## src/rtl/exu_arb_pkg.sv

```systemverilog
// Shared definitions for the execute-ALU arbiter: one-hot op encoding,
// the set of supported ops and the result-buffer state type.
package exu_pkg;

  localparam int ALU_OP_W = 11;
  localparam int ALU_ADD  = 0;
  localparam int ALU_LUI  = 10;

  typedef logic [ALU_OP_W-1:0] aluOp_t;

  localparam aluOp_t OP_ADD         = 11'h001;
  localparam aluOp_t OP_LUI         = 11'h400;
  localparam aluOp_t ALU_LEGAL_MASK = OP_ADD | OP_LUI;

  typedef enum logic {
    BUF_EMPTY = 1'b0,
    BUF_FULL  = 1'b1
  } bufState_t;

  // Legal means exactly one supported bit set; zero and multi-hot are illegal.
  function automatic logic isLegalOp(aluOp_t op);
    return (op == OP_ADD) || (op == OP_LUI);
  endfunction

endpackage

```

## src/rtl/exu_arb_if.sv

```systemverilog
// Request, result and handshake bundle between the two requesters,
// the arbiter and writeback.
interface exu_arb_if
  import exu_pkg::*;
#(
  parameter int ADDR_WIDTH = 5,
  parameter int DATA_WIDTH = 32
);

  logic                  r0_valid;
  logic                  r0_ready;
  aluOp_t                r0_aluOp;
  logic [DATA_WIDTH-1:0] r0_src1;
  logic [DATA_WIDTH-1:0] r0_src2;
  logic                  r0_regW;
  logic [ADDR_WIDTH-1:0] r0_regAddr;

  logic                  r1_valid;
  logic                  r1_ready;
  aluOp_t                r1_aluOp;
  logic [DATA_WIDTH-1:0] r1_src1;
  logic [DATA_WIDTH-1:0] r1_src2;

  logic                  o_valid;
  logic                  o_ready;
  logic                  o_src;
  logic [DATA_WIDTH-1:0] o_data;
  logic                  o_regW;
  logic [ADDR_WIDTH-1:0] o_regAddr;
  logic                  o_illegal;

  // The master side is the requesters plus the writeback consumer.
  modport master (
    output r0_valid, r0_aluOp, r0_src1, r0_src2, r0_regW, r0_regAddr,
    output r1_valid, r1_aluOp, r1_src1, r1_src2,
    output o_ready,
    input  r0_ready, r1_ready,
    input  o_valid, o_src, o_data, o_regW, o_regAddr, o_illegal
  );

  modport slave (
    input  r0_valid, r0_aluOp, r0_src1, r0_src2, r0_regW, r0_regAddr,
    input  r1_valid, r1_aluOp, r1_src1, r1_src2,
    input  o_ready,
    output r0_ready, r1_ready,
    output o_valid, o_src, o_data, o_regW, o_regAddr, o_illegal
  );

endinterface

```

## src/rtl/exu_arb_alu.sv

```systemverilog
// Shared execute ALU: add and lui, with the two terms AND-OR combined so
// unsupported op patterns still produce a defined result.
module alu
  import exu_pkg::*;
#(
  parameter int DATA_WIDTH = 32
) (
  input  aluOp_t                aluOp,
  input  logic [DATA_WIDTH-1:0] src1,
  input  logic [DATA_WIDTH-1:0] src2,
  output logic [DATA_WIDTH-1:0] result,
  output logic                  illegal
);

  logic [DATA_WIDTH-1:0] addTerm;

  assign addTerm = src1 + src2;

  assign result  = ({DATA_WIDTH{aluOp[ALU_ADD]}} & addTerm)
                 | ({DATA_WIDTH{aluOp[ALU_LUI]}} & src2);

  assign illegal = !isLegalOp(aluOp);

endmodule

```

## src/rtl/exu_arb.sv

```systemverilog
// Round-robin arbiter between issue (port 0) and AGU (port 1) feeding the
// shared ALU, with a single-entry registered result buffer toward writeback.
module exu_arb
  import exu_pkg::*;
#(
  parameter int ADDR_WIDTH = 5,
  parameter int DATA_WIDTH = 32
) (
  input logic      clk,
  input logic      rst,
  exu_arb_if.slave bus
);

  bufState_t             state;
  logic                  prio;
  logic                  srcQ;
  logic [DATA_WIDTH-1:0] dataQ;
  logic                  regWQ;
  logic [ADDR_WIDTH-1:0] regAddrQ;
  logic                  illegalQ;

  logic                  canAccept;
  logic                  bothValid;
  logic                  anyValid;
  logic                  grantSel;
  aluOp_t                selOp;
  logic [DATA_WIDTH-1:0] selSrc1;
  logic [DATA_WIDTH-1:0] selSrc2;
  logic [DATA_WIDTH-1:0] aluResult;
  logic                  aluIllegal;

  // Readiness depends only on our own buffer and the consumer, so a drain
  // and a refill can happen in the same cycle.
  assign canAccept = !rst && ((state == BUF_EMPTY) || bus.o_ready);
  assign bothValid = bus.r0_valid && bus.r1_valid;
  assign anyValid  = bus.r0_valid || bus.r1_valid;
  assign grantSel  = bothValid ? prio : bus.r1_valid;

  assign bus.r0_ready = canAccept && bus.r0_valid && !grantSel;
  assign bus.r1_ready = canAccept && bus.r1_valid &&  grantSel;

  assign selOp   = grantSel ? bus.r1_aluOp : bus.r0_aluOp;
  assign selSrc1 = grantSel ? bus.r1_src1  : bus.r0_src1;
  assign selSrc2 = grantSel ? bus.r1_src2  : bus.r0_src2;

  alu #(
    .DATA_WIDTH(DATA_WIDTH)
  ) uAlu (
    .aluOp  (selOp),
    .src1   (selSrc1),
    .src2   (selSrc2),
    .result (aluResult),
    .illegal(aluIllegal)
  );

  // Buffer FSM and result registers. prio moves to the loser only on
  // contested grants; uncontested grants leave fairness history alone.
  always_ff @(posedge clk) begin
    if (rst) begin
      state    <= BUF_EMPTY;
      prio     <= 1'b0;
      srcQ     <= 1'b0;
      dataQ    <= '0;
      regWQ    <= 1'b0;
      regAddrQ <= '0;
      illegalQ <= 1'b0;
    end else if (canAccept) begin
      if (anyValid) begin
        state    <= BUF_FULL;
        srcQ     <= grantSel;
        dataQ    <= aluResult;
        regWQ    <= !grantSel && bus.r0_regW;
        regAddrQ <= grantSel ? '0 : bus.r0_regAddr;
        illegalQ <= aluIllegal;
        if (bothValid) begin
          prio <= !grantSel;
        end
      end else begin
        state <= BUF_EMPTY;
      end
    end
  end

  assign bus.o_valid   = (state == BUF_FULL);
  assign bus.o_src     = srcQ;
  assign bus.o_data    = dataQ;
  assign bus.o_regW    = regWQ;
  assign bus.o_regAddr = regAddrQ;
  assign bus.o_illegal = illegalQ;

endmodule

```

## src/flat_wrapper.sv

```systemverilog
// flat-port wrapper written by rule: the top's interface ports become plain ports
module exu_arb_flat import exu_pkg::*;
#(
  parameter int ADDR_WIDTH = 5,
  parameter int DATA_WIDTH = 32
)
  (clk, rst, bus_r0_valid, bus_r0_aluOp, bus_r0_src1, bus_r0_src2, bus_r0_regW, bus_r0_regAddr, bus_r1_valid, bus_r1_aluOp, bus_r1_src1, bus_r1_src2, bus_o_ready, bus_r0_ready, bus_r1_ready, bus_o_valid, bus_o_src, bus_o_data, bus_o_regW, bus_o_regAddr, bus_o_illegal);
  exu_arb_if #(.ADDR_WIDTH(ADDR_WIDTH), .DATA_WIDTH(DATA_WIDTH)) bus_i ();
  input logic clk;
  input logic rst;
  input wire logic [$bits(bus_i.r0_valid)-1:0] bus_r0_valid;
  input wire logic [$bits(bus_i.r0_aluOp)-1:0] bus_r0_aluOp;
  input wire logic [$bits(bus_i.r0_src1)-1:0] bus_r0_src1;
  input wire logic [$bits(bus_i.r0_src2)-1:0] bus_r0_src2;
  input wire logic [$bits(bus_i.r0_regW)-1:0] bus_r0_regW;
  input wire logic [$bits(bus_i.r0_regAddr)-1:0] bus_r0_regAddr;
  input wire logic [$bits(bus_i.r1_valid)-1:0] bus_r1_valid;
  input wire logic [$bits(bus_i.r1_aluOp)-1:0] bus_r1_aluOp;
  input wire logic [$bits(bus_i.r1_src1)-1:0] bus_r1_src1;
  input wire logic [$bits(bus_i.r1_src2)-1:0] bus_r1_src2;
  input wire logic [$bits(bus_i.o_ready)-1:0] bus_o_ready;
  output wire logic [$bits(bus_i.r0_ready)-1:0] bus_r0_ready;
  output wire logic [$bits(bus_i.r1_ready)-1:0] bus_r1_ready;
  output wire logic [$bits(bus_i.o_valid)-1:0] bus_o_valid;
  output wire logic [$bits(bus_i.o_src)-1:0] bus_o_src;
  output wire logic [$bits(bus_i.o_data)-1:0] bus_o_data;
  output wire logic [$bits(bus_i.o_regW)-1:0] bus_o_regW;
  output wire logic [$bits(bus_i.o_regAddr)-1:0] bus_o_regAddr;
  output wire logic [$bits(bus_i.o_illegal)-1:0] bus_o_illegal;
  assign bus_i.r0_valid = bus_r0_valid;
  assign bus_i.r0_aluOp = bus_r0_aluOp;
  assign bus_i.r0_src1 = bus_r0_src1;
  assign bus_i.r0_src2 = bus_r0_src2;
  assign bus_i.r0_regW = bus_r0_regW;
  assign bus_i.r0_regAddr = bus_r0_regAddr;
  assign bus_i.r1_valid = bus_r1_valid;
  assign bus_i.r1_aluOp = bus_r1_aluOp;
  assign bus_i.r1_src1 = bus_r1_src1;
  assign bus_i.r1_src2 = bus_r1_src2;
  assign bus_i.o_ready = bus_o_ready;
  assign bus_r0_ready = bus_i.r0_ready;
  assign bus_r1_ready = bus_i.r1_ready;
  assign bus_o_valid = bus_i.o_valid;
  assign bus_o_src = bus_i.o_src;
  assign bus_o_data = bus_i.o_data;
  assign bus_o_regW = bus_i.o_regW;
  assign bus_o_regAddr = bus_i.o_regAddr;
  assign bus_o_illegal = bus_i.o_illegal;
  exu_arb #(.ADDR_WIDTH(ADDR_WIDTH), .DATA_WIDTH(DATA_WIDTH)) u_core (.clk(clk), .rst(rst), .bus(bus_i));
endmodule
```

## config.mk

```make
export PLATFORM = sky130hd
export DESIGN_NAME = exu_arb_flat
export DESIGN_NICKNAME = d
export VERILOG_FILES = /design/src/rtl/exu_arb_pkg.sv /design/src/rtl/exu_arb_if.sv /design/src/rtl/exu_arb_alu.sv /design/src/rtl/exu_arb.sv /design/src/flat_wrapper.sv
export SDC_FILE = /design/constraint.sdc
export NUM_CORES = 1
export LEC_CHECK = 0
export ABC_AREA = 1
export CELL_PAD_IN_SITES_DETAIL_PLACEMENT = 1
export CELL_PAD_IN_SITES_GLOBAL_PLACEMENT = 1
export CORE_ASPECT_RATIO = 0.6
export CORE_UTILIZATION = 26
export DETAILED_ROUTE_END_ITERATION = 7
export HOLD_SLACK_MARGIN = 0.02
export PLACE_DENSITY = 0.86
export SLEW_MARGIN = 20
export SYNTH_ARGS = -nofsm -noshare
export SYNTH_HDL_FRONTEND = slang
export SYNTH_SLANG_ARGS = --single-unit
```

## constraint.sdc

```tcl
create_clock -name clk -period 2.65 [get_ports clk]
set_input_delay 0.3975 -clock clk [delete_from_list [all_inputs] [get_ports clk]]
set_output_delay 0.3975 -clock clk [all_outputs]
set_load 0.05 [all_outputs]
```

Yosys cells after proc, flatten, opt, wreduce, memory -nomap -nowiden
Index checks and enable logic that the tools add are counted.
{"block": "totals", "output_inout_bits": 43, "n_memories": 0, "mem_bits_ro": 0, "latch_bits": 0, "mem_bits_rw": 0, "regBits": 42}
{"block": "classes", "bitwise_logic": 4, "n_eq_ne": 2, "div_mod_pow": 0, "addsub": 1, "order_cmp": 0, "shifts": 0, "n_mul": 0, "n_reduce_logical": 15, "muxes": 6}
{"op": "AND 32 bit", "n": 2}
{"op": "two-way mux 32 bit", "n": 2}
{"op": "adder 32 bit", "n": 1}
{"op": "OR 32 bit", "n": 1}
{"op": "== test 11 x 1 -> 1 bit (second input constant)", "n": 1}
{"op": "== test 11 bit (second input constant)", "n": 1}
{"op": "two-way mux 11 bit", "n": 1}
{"op": "logical AND 1 bit", "n": 7}
{"op": "two-way mux 5 bit", "n": 1}
{"op": "logical NOT 1 bit", "n": 3}
{"op": "logical OR 1 bit", "n": 3}
{"op": "AND reduction 3 bit", "n": 1}
{"op": "two-way mux 1 bit", "n": 2}
{"op": "AND reduction 2 bit", "n": 1}
{"op": "NOT 1 bit", "n": 1}

Longest topological paths before layout
{"block": "logic_depth", "depth_word": 6, "mapped_depth": 21, "depth_no_buf": 18}

Cells and area by module
From an unflattened synthesis, not the netlist that was laid out.
{"block": "unflattened", "cells_unflattened": 1040, "hier_area_um2": 5390.2}
{"mod": "alu", "n_inst": 1, "cells_each": 599, "seq_area_each_um2": 0.0, "area_each_um2": 2866.5}
{"mod": "exu_arb", "n_inst": 1, "cells_each": 441, "seq_area_each_um2": 840.8, "area_each_um2": 2523.7}

Worst setup path after synthesis
OpenSTA, ideal clock, no wires.
{"block": "synth_timing", "path_kind": "input to register", "from": "input bus_r0_valid", "to": "register u_core.dataQ[24] (netlist: u_core.bus.o_data[24])", "required_ns": 2.580, "stages": 21, "setup_time_ns": 0.070, "arrival_time_ns": 2.698, "setup_slack_ns": -0.118, "path_buffers": 3, "path_cell_list": "inv_2 -> o21ai_4 -> inv_2 -> buf_6 -> buf_2 -> buf_2 -> nand2_1 -> nand2_1 -> ha_1 -> fa_1 -> nand3_1 -> nand3_1 -> nand2_1 -> nand2_1 -> nand2_1 -> nand2_1 -> nand2_1 -> nand2_1 -> nand2_1 -> nand3_1 -> a21boi_1"}
{"block": "synth_via", "elab_chain_cells": 6, "elab_cells_between_ends": 11, "classes_between": "add/sub: 1; mux: 4; bitwise: 3; reduce/logical: 3"}
{"item": "from (decl)", "line_no": "flat_wrapper.sv:11", "text": "input wire logic [$bits(bus_i.r0_valid)-1:0] bus_r0_valid;"}
{"item": "logical AND 1 bit", "line_no": "exu_arb.sv:35", "text": "assign bothValid = bus.r0_valid && bus.r1_valid;"}
{"item": "two-way mux 1 bit", "line_no": "exu_arb.sv:37", "text": "assign grantSel = bothValid ? prio : bus.r1_valid;"}
{"item": "two-way mux 32 bit (on tied branches)", "line_no": "exu_arb.sv:43, exu_arb.sv:44"}
{"item": "adder 32 bit", "line_no": "exu_arb_alu.sv:17", "text": "assign addTerm = src1 + src2;"}
{"item": "AND 32 bit", "line_no": "exu_arb_alu.sv:19", "text": "assign result = ({DATA_WIDTH{aluOp[ALU_ADD]}} & addTerm)"}
{"item": "OR 32 bit", "line_no": "exu_arb_alu.sv:20", "text": "| ({DATA_WIDTH{aluOp[ALU_LUI]}} & src2);"}
{"item": "to (signal assigned)", "line_no": "exu_arb.sv:71", "text": "dataQ <= aluResult;"}
{"item": "to (decl)", "line_no": "exu_arb.sv:17", "text": "logic [DATA_WIDTH-1:0] dataQ;"}
Parallel ways exist; a longest one is shown, timed or not.
A chain may end at the register's enable or synchronous reset.

Worst setup path in the final report
{"block": "layout_timing", "from": "register u_core.prio", "to": "register u_core.dataQ[17] (netlist: u_core.bus.o_data[17])"}
{"block": "layout_via", "elab_chain_cells": 5, "elab_cells_between_ends": 8, "classes_between": "add/sub: 1; mux: 4; bitwise: 3"}
{"item": "from (decl)", "line_no": "exu_arb.sv:15", "text": "logic prio;"}
{"item": "from (signal assigned)", "line_no": "exu_arb.sv:76", "text": "prio <= !grantSel;"}
{"item": "two-way mux 1 bit (*)", "line_no": "exu_arb.sv:37"}
{"item": "two-way mux 32 bit (on tied branches)", "line_no": "exu_arb.sv:43, exu_arb.sv:44"}
{"item": "adder 32 bit", "line_no": "exu_arb_alu.sv:17"}
{"item": "AND 32 bit", "line_no": "exu_arb_alu.sv:19"}
{"item": "OR 32 bit (*)", "line_no": "exu_arb_alu.sv:20"}
Every way passes the cells marked *; elsewhere a longest branch is shown, timed or not.

==> flow_summary.json <==
{
  "status": "finished, violations left",
  "failed_checks": "setup timing",
  "clock_sinks": 42,
  "cts.clk_slew.worst_paths_ps": 80,
  "drc": 0,
  "antenna_found_initial": 0,
  "start_kind": "flop",
  "min_path_type": "input pin to flop",
  "antenna_cells": 0,
  "maxSlewViolCount": 0,
  "cts_max_level": 2,
  "crit_type": "flop to flop",
  "holdPathEnd": "u_core.prio$_SDFFE_PP0P_",
  "cp_data_required_time_ps": 2870,
  "fill_cells": 2462,
  "r2r_slack_ps": -200,
  "fin_nets": 1505,
  "avgSynthCellArea_sq_um": 5.25,
  "antenna_left": 0,
  "p_per_area_nw_per_um2": 468,
  "ctsRootBufferMaster": "clkbuf_16",
  "gp_congestion": 0.943,
  "worstHoldPathCells": 3,
  "reg2regPathDepth": 18,
  "postCtsHoldBufs": 0,
  "viasPerCell": 5.40,
  "die_y_um": 111,
  "cts_buffer_depth": 2,
  "post-route-period-util": 1.08,
  "setup_viol": 25,
  "peakVddDrop_mv": 0.265,
  "cts_tree": "yes",
  "synth_seq_cells": 42,
  "vias": 8522,
  "finalCriticalPeriod_ps": 2850,
  "worstPathArrival_ps": 3080,
  "grt_max_degree": 43,
  "synth_nets": 1179,
  "cts_made_buffers": 5,
  "drive_gt1_frac": 0.324,
  "core_sq_um": 19300,
  "critPathMaxFanout": 8,
  "clock_skew_ps": 15.1,
  "fmax_mhz": 350,
  "power_uw": 4700,
  "yosysTopAreaCell": "nand2_1",
  "area_delta_synth_final_pct": 94.3,
  "drt-total-wl_um": 35800,
  "synthCells": 986,
  "port_buffers": 203,
  "worstReg2RegStart": "u_core.prio$_SDFFE_PP0P_",
  "clk_latency_ps": 320,
  "ios": 204,
  "rsz0062_at_grt": "true",
  "grt_overflow": 0,
  "worst_slew_pin_slew_ps": 553,
  "grt_first_pass_wirelength_um": 44200,
  "first_iter_violations": 751,
  "start_util": 0.268,
  "netlist.area_leader.share": 0.329,
  "max_slew_margin": 0.630,
  "dp_hpwl_um": 21300,
  "first_global_vias": 8119,
  "p_leak_uw": 0.00487,
  "grtUsageTotal": 0.279,
  "final_core_util": 0.522,
  "yosysWarnings": 0,
  "timing.rr.end": "u_core.bus.o_data[17]$_SDFFE_PP0P_",
  "hold_viol": 0,
  "hp-start": "bus_r0_valid",
  "max_cap_violations": 0,
  "die_w_um": 184,
  "drtPass1Iterations": 5,
  "rows": 39,
  "cp-end-kind": "flop",
  "seq_area_sq_um": 842,
  "floorplan.die_area_sq_um": 20500,
  "multi_input_area_sq_um": 4740,
  "synth.cell_area_sq_um": 5170,
  "synth_area_leaders": "nand2_1 (33%), dfxtp_1 (16%), inv_1 (10%), a21oi_1 (7.7%), ha_1 (7.5%)",
  "setup_ws_ps": -204,
  "yosysSeqAreaShare": 0.162,
  "synth_cell_type_count": 31,
  "wire_per_inst_um": 22.7
}
[cell families after synthesis]
| family | after synthesis | synth area share |
|---|---|---|
| AOI/OAI and AO/OA | 147 | 0.160 |
| adders and majority gates | 32 | 0.0788 |
| and+or+nand+nor | 584 | 0.452 |
| buffers and inverters | 181 | 0.147 |
| DFF | 42 | 0.162 |
[worst max-delay path by stage]
stage,depth (start not counted),startpoint,slack (ps),to
floorplan,21,bus_r0_valid,20,u_core.bus.o_data[24]$_SDFFE_PP0P_
global placement,18,bus_r0_valid,-580,u_core.bus.o_data[23]$_SDFFE_PP0P_
detailed placement,19,bus_r0_valid,-660,u_core.bus.o_data[23]$_SDFFE_PP0P_
CTS,17,bus_r0_valid,30,u_core.bus.o_data[23]$_SDFFE_PP0P_
global route,18,u_core.prio$_SDFFE_PP0P_,-300,u_core.bus.o_data[17]$_SDFFE_PP0P_
finish,18,u_core.prio$_SDFFE_PP0P_,-200,u_core.bus.o_data[17]$_SDFFE_PP0P_
[flip-flops by register name (all words and copies together), names as in the netlist]
register              cells
u_core.bus.o_illegal      1
u_core.bus.o_valid        1
u_core.bus.o_data        32
u_core.bus.o_regAddr      5
u_core.bus.o_regW         1
u_core.bus.o_src          1
u_core.prio               1
[layer usage]
metal / up-vias / wire (um) / part of all wire / GRT usage
li1: 3723 / - / - / -
met1: 4116 / 14400 / 0.40 / 0.378
met2: 536 / 16200 / 0.45 / 0.455
met3: 147 / 3510 / 0.098 / 0.0532
met4: 0 / 1650 / 0.046 / 0.0628
met5: - / 0 / 0 / 0
[report_power, final]
group	switching [uW]	leakage (uW)	total, uW	internal, uW
Combinational	1890	0.00445	3200	1320
Sequential	58.1	0.000350	767	709
Clock	372	0.0000763	736	365
Total	2320	0.00487	4700	2390
[placed cells by master, fill, tap and decap left out, types with 8 or more instances in the layout]
cell,n
nand2_1,321
clkdlybuf4s50_1,199
inv_1,130
nand2_2,125
buf_4,123
a21oi_1,60
dfxtp_1,41
nand3_1,36
o21ai_0,30
ha_4,27
nor2_1,20
a21boi_1,17
inv_2,16
nand2_4,16
a21oi_2,16
nor2_2,15
nand3_2,11
buf_12,11
nand4_1,9
nor2_4,8
clkbuf_16,8
[through the flow]
stage	std cells	area, sq um	setup slack, ps	hold slack [ps]	TNS [ps]
3_5_place_dp	1534	8300	-664	460	-16150
2_1_floorplan	986	5200	20.3	477	0
3_3_place_gp	1534	8300	-578	451	-14020
4_1_cts	1556	9120	27.4	474	0
6_report	1579	10100	-204	381	-2200
5_1_grt	1579	10100	-301	387	-4440
[critical path, stage by stage, from the launching register on]
cell,delay (ps)
dfxtp_2,340
o21ai_4,240
clkinv_4,230
clkbuf_16,220
nand2_1,70
nand2_2,120
ha_4,270
nand2_1,80
nand2_2,90
nand2_1,120
nand2_2,80
inv_1,60
nand2_1,70
buf_4,140
inv_1,100
nand2_1,90
nand2_1,100
nand3_1,100
a21boi_1,230
[layout make-up]
type / instances / area share
inverter: 149 / 0.0566
tap: 266 / 0.0331
timing repair inverter: 1 / 0.000622
multi-input combinational: 763 / 0.471
clock buffer: 5 / 0.0124
timing repair buffer: 350 / 0.339
sequential: 42 / 0.0837
clock inverter: 3 / 0.00286
[Yosys cell counts, drive strengths merged]
cell	instances
nor4	4
o21ai	40
fa	1
a21boi	20
nor2	43
nor3	9
buf	23
clkbuf	9
nand3b	2
o22ai	1
nand2	462
and2	2
o21bai	1
inv	149
a21oi	82
o31ai	2
ha	31
nand4	9
nand3	53
dfxtp	42
a21o	1
[repair_timing]
item / in CTS / in global routing
pin swaps: 14 / 64
setup buffers: 11 / 21
gates resized for setup: 98 / 223
cloned: 3 / 4
endpoints found under the setup margin: 29 / 28
Note: power is estimated with default switching activity, not from simulation.
